`config.mk`:
```
export PLATFORM = sky130hd
export DESIGN_NAME = serial_subtractor
export DESIGN_NICKNAME = d
export VERILOG_FILES = /design/src/rtl/serial_sub_pkg.sv /design/src/rtl/serial_subtractor_full_subtractor.sv /design/src/rtl/serial_subtractor.sv
export SDC_FILE = /design/constraint.sdc
export NUM_CORES = 1
export LEC_CHECK = 0
export BUFFER_PORTS_ARGS = -buffer_cell sky130_fd_sc_hd__clkbuf_2
export CAP_MARGIN = 5
export CORE_UTILIZATION = 47
export CTS_CLUSTER_DIAMETER = 60
export DETAILED_ROUTE_END_ITERATION = 6
export PLACE_DENSITY = 0.71
export SKIP_LAST_GASP = 1
export SYNTH_ARGS = -nofsm -noshare
export SYNTH_HDL_FRONTEND = slang
export SYNTH_HIERARCHICAL = 1
export SYNTH_SLANG_ARGS = --single-unit
```
`constraint.sdc`:
```
create_clock -name clk -period 1.36 [get_ports clk]
set_clock_uncertainty 0.1 [all_clocks]
set_input_delay 0.136 -clock clk [delete_from_list [all_inputs] [get_ports clk]]
set_output_delay 0.136 -clock clk [all_outputs]
set_load 0.01 [all_outputs]
```
`src/rtl/serial_sub_pkg.sv`:
```
// Shared constants and helpers for the bit-serial subtractor.
// State encoding and counter sizing live here.
package serial_sub_pkg;

  typedef logic [1:0] state_t;

  localparam state_t S_IDLE = 2'd0;
  localparam state_t S_RUN  = 2'd1;
  localparam state_t S_DONE = 2'd2;

  // Bits needed to count 0..v-1, never less than one.
  function automatic int clog2(input int v);
    int r;
    r = 0;
    while ((1 << r) < v) r++;
    if (r < 1) r = 1;
    return r;
  endfunction

endpackage

```
`src/rtl/serial_subtractor_full_subtractor.sv`:
```
// One-bit full subtractor built only from two-input NAND gates.
// d = x ^ y ^ bin ; bout = (~x & y) | (~(x ^ y) & bin)
module full_subtractor (
  output logic d,
  output logic bout,
  input  logic x,
  input  logic y,
  input  logic bin
);

  logic n1, n2, n3, p;
  logic m1, m2, m3;
  logic nx, np, t1, t2;

  // p = x ^ y
  nand g_n1 (n1, x, y);
  nand g_n2 (n2, x, n1);
  nand g_n3 (n3, y, n1);
  nand g_p  (p, n2, n3);

  // d = p ^ bin
  nand g_m1 (m1, p, bin);
  nand g_m2 (m2, p, m1);
  nand g_m3 (m3, bin, m1);
  nand g_d  (d, m2, m3);

  // bout = (~x & y) | (~p & bin)
  nand g_nx (nx, x, x);
  nand g_np (np, p, p);
  nand g_t1 (t1, nx, y);
  nand g_t2 (t2, np, bin);
  nand g_bo (bout, t1, t2);

endmodule

```
`src/rtl/serial_subtractor.sv`:
```
// Bit-serial WIDTH-bit subtractor, LSB first, one bit per clock.
// Optional signed-overflow output enabled by SERIAL_SUB_OVF_EN.
module serial_subtractor
  import serial_sub_pkg::*;
#(
  parameter int WIDTH = 4
) (
  input  logic             clk,
  input  logic             rst,
  input  logic             start,
  input  logic [WIDTH-1:0] a,
  input  logic [WIDTH-1:0] b,
  output logic             busy,
  output logic             done,
  output logic [WIDTH-1:0] diff,
  output logic             borrow_out
`ifdef SERIAL_SUB_OVF_EN
  ,
  output logic             ovf
`endif
);

  localparam int CW = clog2(WIDTH);
  localparam logic [CW-1:0] LAST = CW'(WIDTH - 1);

  state_t state;
  state_t state_nxt;

  logic [WIDTH-1:0] a_sh;
  logic [WIDTH-1:0] b_sh;
  logic [CW-1:0]    cnt;
  logic             bit_d;
  logic             bit_bout;
  logic             last_bit;

`ifdef SERIAL_SUB_OVF_EN
  logic a_msb;
  logic b_msb;
`endif

  assign last_bit = (cnt == LAST);

  // The single shared bit cell: current LSBs plus the running borrow.
  full_subtractor u_cell (
    .d    (bit_d),
    .bout (bit_bout),
    .x    (a_sh[0]),
    .y    (b_sh[0]),
    .bin  (borrow_out)
  );

  // State register.
  always_ff @(posedge clk or posedge rst) begin
    if (rst) state <= S_IDLE;
    else     state <= state_nxt;
  end

  // Next-state logic; DONE always lasts exactly one cycle.
  always_comb begin
    state_nxt = state;
    case (state)
      S_IDLE: if (start) state_nxt = S_RUN;
      S_RUN:  if (last_bit) state_nxt = S_DONE;
      S_DONE: state_nxt = S_IDLE;
      default: state_nxt = S_IDLE;
    endcase
  end

  // Handshake outputs decoded from the state.
  always_comb begin
    busy = 1'b0;
    done = 1'b0;
    case (state)
      S_RUN:  busy = 1'b1;
      S_DONE: begin
        busy = 1'b1;
        done = 1'b1;
      end
      default: begin
        busy = 1'b0;
        done = 1'b0;
      end
    endcase
  end

  // Datapath: capture on accepted start, shift one bit per RUN cycle.
  always_ff @(posedge clk or posedge rst) begin
    if (rst) begin
      a_sh       <= '0;
      b_sh       <= '0;
      cnt        <= '0;
      diff       <= '0;
      borrow_out <= 1'b0;
    end else begin
      case (state)
        S_IDLE: begin
          if (start) begin
            a_sh       <= a;
            b_sh       <= b;
            cnt        <= '0;
            diff       <= '0;
            borrow_out <= 1'b0;
          end
        end
        S_RUN: begin
          a_sh       <= a_sh >> 1;
          b_sh       <= b_sh >> 1;
          diff       <= {bit_d, diff[WIDTH-1:1]};
          borrow_out <= bit_bout;
          cnt        <= cnt + CW'(1);
        end
        default: begin
          a_sh <= a_sh;
        end
      endcase
    end
  end

`ifdef SERIAL_SUB_OVF_EN
  // Signed overflow: operand signs differ and result sign differs from a.
  always_ff @(posedge clk or posedge rst) begin
    if (rst) begin
      a_msb <= 1'b0;
      b_msb <= 1'b0;
      ovf   <= 1'b0;
    end else if (state == S_IDLE && start) begin
      a_msb <= a[WIDTH-1];
      b_msb <= b[WIDTH-1];
      ovf   <= 1'b0;
    end else if (state == S_RUN && last_bit) begin
      ovf <= (a_msb != b_msb) && (bit_d != a_msb);
    end
  end
`endif

endmodule
```
==> impl_metrics.csv, run 1 <==
group,metric,value,unit
floorplanning,rows,15,
timing,finalSetupViolCount,18,
power_and_ir_drop,leakage,0.589,nW
floorplanning,die_y,46.1,um
floorplanning,io_pins,18,
synthesis,seq_area_frac_synth,46.6,%
placement,port_buffers,17,
layout,nets,138,
route,drtIter0Drc,11,
worst_setup_path,setup.worst_path.class,"register to register",
timing,tns,-1.82,ns
timing,drv_slew,0,
layout,final_layout_size_suffix_gt1_share,46.7,%
clocking,cts_htree_levels,1,
layout,diodes,0,
timing,slew_headroom,85.4,%
power_and_ir_drop,max-vdd-ir-drop,0.00123,V
clocking,clk_latency,0.29,ns
worst_hold_path,holdPathStages,3,
floorplanning,core_area,1760,um2
clocking,cts_tree,"done",
clocking,cts_made_buffers,3,
route,vias,736,
global_route,grt_pass1_vias,703,
floorplanning,fp.dieArea,2120,um2
synthesis,synth_nets,99,
floorplanning,initial_core_util,51.7,%
worst_setup_path,cp.depth,6,
route,drc_errors,0,
global_route,grt_pass1_wl,3160,um
layout,final_common_cell,"dfrtp_1",
worst_setup_path,crit_slowest_cell,"dfrtp_1",
layout,final_cell_mix,"17 x dfrtp_1, 15 x clkbuf_2, 13 x buf_4",
clocking,clk_path_buf_depth,2,
timing,hold_violations,0,
worst_setup_path,cp_num_buf_inv,2,
worst_setup_path,critPathMaxStageDelay,0.41,ns
floorplanning,die_w,46.1,um
worst_setup_path,crit_chain,"inv_2, ha_4, mux2i_4, buf_12, nand2_1, o21ai_0",
route,viasPerCell,5.08,
job,drv_cap,0,
synthesis,netlist_instances,82,
worst_hold_path,hold_path_class,"input port to register",
placement,place.gp.congestion,0.752,
synthesis,synth-seq-cells,17,
worst_setup_path,end_kind,"register",
worst_setup_path,worstPathArrival,1.62,ns
timing,rsz0062_at_grt,"yes",
worst_setup_path,reg2reg_depth,6,
placement,dp_hpwl,1420,um
timing,worst_slack,-0.157,ns
clocking,clk_pin_slew,0.10,ns
synthesis,ys_types,28,
global_route,grt_max_degree,18,
route,drt-total-wl,1950,um
timing,finalCritPeriodShare,112,%
run_status,status,"finished with violations",
power_and_ir_drop,p_total,2.89,mW
global_route,grt_usage,22.0,%
synthesis,synth_area,912,um2
timing,fmax,659,MHz
clocking,cts_sinks,17,
worst_setup_path,start_kind,"register",
global_route,grt_antenna_before_repair,0,
global_route,grt_remaining_overflow,0,
route,antenna_left,0,
synthesis,yosys_warnings,6,
worst_setup_path,crit_required,1.46,ns
layout,area_growth,39.1,%
route,routedWlPerCell,13.5,um
synthesis,syn_area_per_cell,11.1,um2
worst_setup_path,crit_family,"flip-flops",
timing,worst_slew_pin_slew,0.214,ns
timing,min_period,1.52,ns
run_status,violations,"setup timing",
clocking,cts-root-buf,"clkbuf_4",
route,dr.pass1.iters,4,
power_and_ir_drop,powerDensity,2280,nW/um2
worst_setup_path,critPathMaxFanout,10,
## through the flow
| stage | hold slack, ns | instance area, um2 | std cells | utilization [%] | setup slack, ns |
|---|---|---|---|---|---|
| after floorplan | -0.0379 | 912 | 82 | - | -0.107 |
| after global placement | 0.0361 | 1120 | 136 | 63.5 | -0.204 |
| after detailed placement | 0.0427 | 1120 | 136 | 63.5 | -0.262 |
| after CTS | 0.0762 | 1250 | 145 | 70.7 | -0.129 |
| after global routing | 0.0947 | 1270 | 145 | 71.9 | -0.201 |
| final | 0.0765 | 1270 | 145 | 71.9 | -0.157 |
## cell type report
cell class              count  area [um2]
fillers                   138         495
multi-input cells          54         475
flip-flops and latches     17         425
repair buffers             38         284
well taps                  25        31.3
clock buffers               4        26.3
inverters                   7        26.3
## power by group
part | internal (mW) | switching [mW] | leakage [nW]
sequential | 0.703 | 0.136 | 0.211
combinational | 0.979 | 0.795 | 0.363
clock | 0.114 | 0.166 | 0.0150
## state kept, by name, indices dropped and copies added (netlist names)
register / flops
a_sh: 4
b_sh: 4
state: 2
diff: 4
cnt: 2
borrow_out: 1
## worst min-delay path, stage by stage
cell	delay, ns
clkbuf_2	0.07
or3_1	0.08
o221a_2	0.15
## worst paths after layout
kind	start	end	slack, ns
worst max-delay path	state[1]$_DFFE_PP0P_	diff[2]$_DFFE_PP0P_	-0.16
worst min-delay path	a[2]	a_sh[2]$_DFFE_PP0P_	0.08
worst max register to register	state[1]$_DFFE_PP0P_	diff[2]$_DFFE_PP0P_	-0.16
worst min register to register	diff[0]$_DFFE_PP0P_	diff[0]$_DFFE_PP0P_	0.40
max in group asynchronous	rst	diff[0]$_DFFE_PP0P_	0.71
min in group asynchronous	rst	state[0]$_DFFE_PP0P_	0.26
## synthesized netlist by cell type
master | number | area [um2]
a21oi_1 | 2 | 10.0
nand2_1 | 12 | 45.0
a32o_1 | 1 | 10.0
o21ai_0 | 2 | 10.0
nand2b_2 | 1 | 8.76
a22o_1 | 2 | 17.5
a31o_1 | 1 | 8.76
o21a_1 | 1 | 7.51
nand2b_1 | 1 | 6.26
o21bai_1 | 1 | 7.51
nand2_2 | 1 | 6.26
ha_1 | 5 | 62.6
a21oi_2 | 1 | 8.76
fa_1 | 1 | 20.0
o221a_1 | 2 | 22.5
o22a_2 | 1 | 10.0
o221a_2 | 4 | 45.0
and3b_2 | 1 | 10.0
o22a_1 | 2 | 17.5
or3_1 | 2 | 12.5
nand3b_1 | 3 | 22.5
inv_1 | 7 | 26.3
nor2_1 | 2 | 7.51
o21ai_1 | 4 | 20.0
dfrtp_1 | 17 | 425
buf_4 | 1 | 7.51
mux2i_4 | 1 | 22.5
buf_6 | 3 | 33.8
## repair_timing
item / CTS / global route
pin swaps: 1 / 3
hold buffers: 3 / 0
gates resized for setup: 12 / 6
buffers inserted: 2 / 0
setup endpoints to repair: 18 / 19
hold endpoints to repair: 19 / 0
## cell families (layout without fill, tap and decap cells)
logic type	Yosys count	after routing	share of synthesized area, %
multiplexers	1	1	2.47
buffers and inverters	11	49	7.41
AND/OR/NAND/NOR	23	23	13.0
AO/OA/AOI/OAI	24	24	21.4
adder cells (fa/ha/maj)	6	6	9.05
flip-flops	17	17	46.6
## routing by layer
metal	track usage, %	up-vias	part of all wire [%]
li1	-	373	-
met1	29.1	343	46
met2	34.9	16	50
met3	2.35	4	2.8
met4	12.4	0	1.5
met5	0	-	0
Note: power is estimated with default switching activity, not from simulation.
==> run 2: changes to the inputs <==
--- a/config.mk
+++ b/config.mk
@@ -7,10 +7,11 @@
 export LEC_CHECK = 0
 export BUFFER_PORTS_ARGS = -buffer_cell sky130_fd_sc_hd__clkbuf_2
 export CAP_MARGIN = 5
-export CORE_UTILIZATION = 47
+export CORE_UTILIZATION = 50
 export CTS_CLUSTER_DIAMETER = 60
 export DETAILED_ROUTE_END_ITERATION = 6
-export PLACE_DENSITY = 0.71
+export PLACE_DENSITY = 0.72
+export REMOVE_ABC_BUFFERS = 1
 export SKIP_LAST_GASP = 1
 export SYNTH_ARGS = -nofsm -noshare
 export SYNTH_HDL_FRONTEND = slang
==> constraint.sdc (replaced) <==
create_clock -name clk -period 1.9 [get_ports clk]
set_clock_uncertainty 0.1 [all_clocks]
set_input_delay 0.19 -clock clk [delete_from_list [all_inputs] [get_ports clk]]
set_output_delay 0.19 -clock clk [all_outputs]
set_load 0.01 [all_outputs]
==> impl_metrics.csv, run 2 (synthesis results as in run 1) <==
group,metric,value,unit
run_status,status,"complete, no violations",
job,drv_cap,0,
worst_setup_path,r2r_start,"state[1]$_DFFE_PP0P_",
route,viasPerCell,5.20,
clocking,post_cts.repair.setup_buffers,0,
timing,hold_ws,0.0210,ns
worst_setup_path,crit_slowest_cell,"mux2i_4",
worst_setup_path,r2r_end,"diff[2]$_DFFE_PP0P_",
timing,tns,0,ns
power_and_ir_drop,seq_power_share,36.9,%
route,routedWlPerCell,12.0,um
route,drtIter0Drc,10,
clocking,cts_hold_buf,1,
floorplanning,io_pins,18,
power_and_ir_drop,switching_power,0.644,mW
global_route,grt_remaining_overflow,0,
layout,final_layout_size_suffix_gt1_share,32.4,%
placement,place_inst,122,
floorplanning,core_area,1730,um2
clocking,clk_latency,0.29,ns
power_and_ir_drop,clkPwrFrac,11.8,%
worst_hold_path,hold_path_class,"input port to register",
worst_setup_path,crit_required,1.96,ns
timing,min_period,1.73,ns
route,drt-total-wl,1530,um
global_route,grt_usage,18.4,%
clocking,ctsResizeCount,0,
floorplanning,rows,15,
power_and_ir_drop,power.internal,0.978,mW
worst_setup_path,cp_num_buf_inv,1,
clocking,cts_made_buffers,3,
global_route,grt_max_degree,18,
floorplanning,die_y,44.7,um
route,drc_errors,0,
placement,port_buffers,17,
placement,place.gp.congestion,0.715,
layout,final_cells,127,
clocking,cts_sinks,17,
clocking,cts_htree_levels,1,
layout,top_regs,"a_sh x4, b_sh x4, diff x4",
timing,fmax,578,MHz
layout,diodes,0,
floorplanning,die_w,44.7,um
layout,fillers,160,
worst_setup_path,crit_chain,"inv_1, ha_1, mux2i_4, o21ai_0",
worst_setup_path,start_kind,"register",
power_and_ir_drop,leakage,0.488,nW
worst_setup_path,end_kind,"register",
power_and_ir_drop,p_sw_share,39.7,%
worst_setup_path,worstPathArrival,1.79,ns
floorplanning,fp.dieArea,2000,um2
global_route,grt_pass1_vias,597,
clocking,cts_tree,"done",
layout,final_cell_mix,"17 x dfrtp_1, 17 x clkbuf_2, 12 x nand2_1",
worst_setup_path,critPathMaxStageDelay,0.48,ns
power_and_ir_drop,max-vdd-ir-drop,0.000841,V
placement,dp_hpwl,1180,um
power_and_ir_drop,p_total,1.62,mW
route,vias,660,
worst_setup_path,reg2reg_depth,4,
worst_setup_path,setup.worst_path.class,"register to register",
timing,rsz0062_at_grt,"no",
global_route,grt_antenna_before_repair,0,
timing,finalSetupViolCount,0,
floorplanning,initial_core_util,52.8,%
worst_setup_path,rrSetupSlack,0.17,ns
layout,area_growth,14.0,%
worst_setup_path,crit_end,"diff[2]$_DFFE_PP0P_",
timing,hold_violations,0,
timing,finalCritPeriodShare,91.1,%
route,antenna_left,0,
timing,drv_slew,0,
clocking,cts-root-buf,"clkbuf_4",
worst_setup_path,setup.worst_path.start,"state[1]$_DFFE_PP0P_",
timing,worst_slew_pin_slew,0.645,ns
power_and_ir_drop,combinationalPowerShare,51.3,%
route,dr.pass1.iters,4,
timing,slew_headroom,56.9,%
worst_setup_path,crit_family,"multiplexers",
clocking,clk_pin_slew,0.10,ns
clocking,clk_path_buf_depth,2,
power_and_ir_drop,powerDensity,1560,nW/um2
worst_setup_path,cp.depth,4,
global_route,grt_pass1_wl,2570,um
layout,nets,120,
layout,utilization,60.2,%
worst_setup_path,critPathMaxFanout,14,
[run 2: stage by stage]
step / setup slack, ns / area (um2)
2_1_floorplan: 0.217 / 871
3_3_place_gp: 0.198 / 1000
3_5_place_dp: 0.166 / 1000
4_1_cts: 0.151 / 1040
5_1_grt: 0.0325 / 1040
6_report: 0.169 / 1040
[run 2: area by class of cell]
cell class                 count  area, um2  area share (%)
sequential                    17        425            40.9
multi-input combinational     54        419            40.3
clock inverter                 1       5.00           0.481
timing repair buffer          20        110            10.6
clock buffer                   3       22.5            2.17
tap                           25       31.3            3.01
inverter                       7       26.3            2.53
[run 2: power by group through the flow]
stage | logic (mW) | clock network [mW] | registers (mW)
finish | 0.832 | 0.192 | 0.599
global route | 0.935 | 0.218 | 0.617
CTS | 0.841 | 0.201 | 0.600
detailed placement | 0.839 | 0 | 0.607
global placement | 0.829 | 0 | 0.603
floorplan | 0.617 | 0 | 0.599
[run 2: worst min path at each step]
stage	from	to	slack [ns]	depth (start not counted)
after CTS	a[3]	a_sh[3]$_DFFE_PP0P_	0.01	2
after global placement	rst	a_sh[3]$_DFFE_PP0P_	0.19	2
after global routing	a[3]	a_sh[3]$_DFFE_PP0P_	0.009	2
final	a[3]	a_sh[3]$_DFFE_PP0P_	0.02	2
after floorplan	rst	a_sh[0]$_DFFE_PP0P_	0.02	1
after detailed placement	rst	a_sh[3]$_DFFE_PP0P_	0.19	2
[run 2: metal layers]
layer	track usage [%]	part of all wire [%]
met1	24.3	47
met2	30.0	48
met3	3.60	3.1
met4	7.27	1.4
met5	0	0
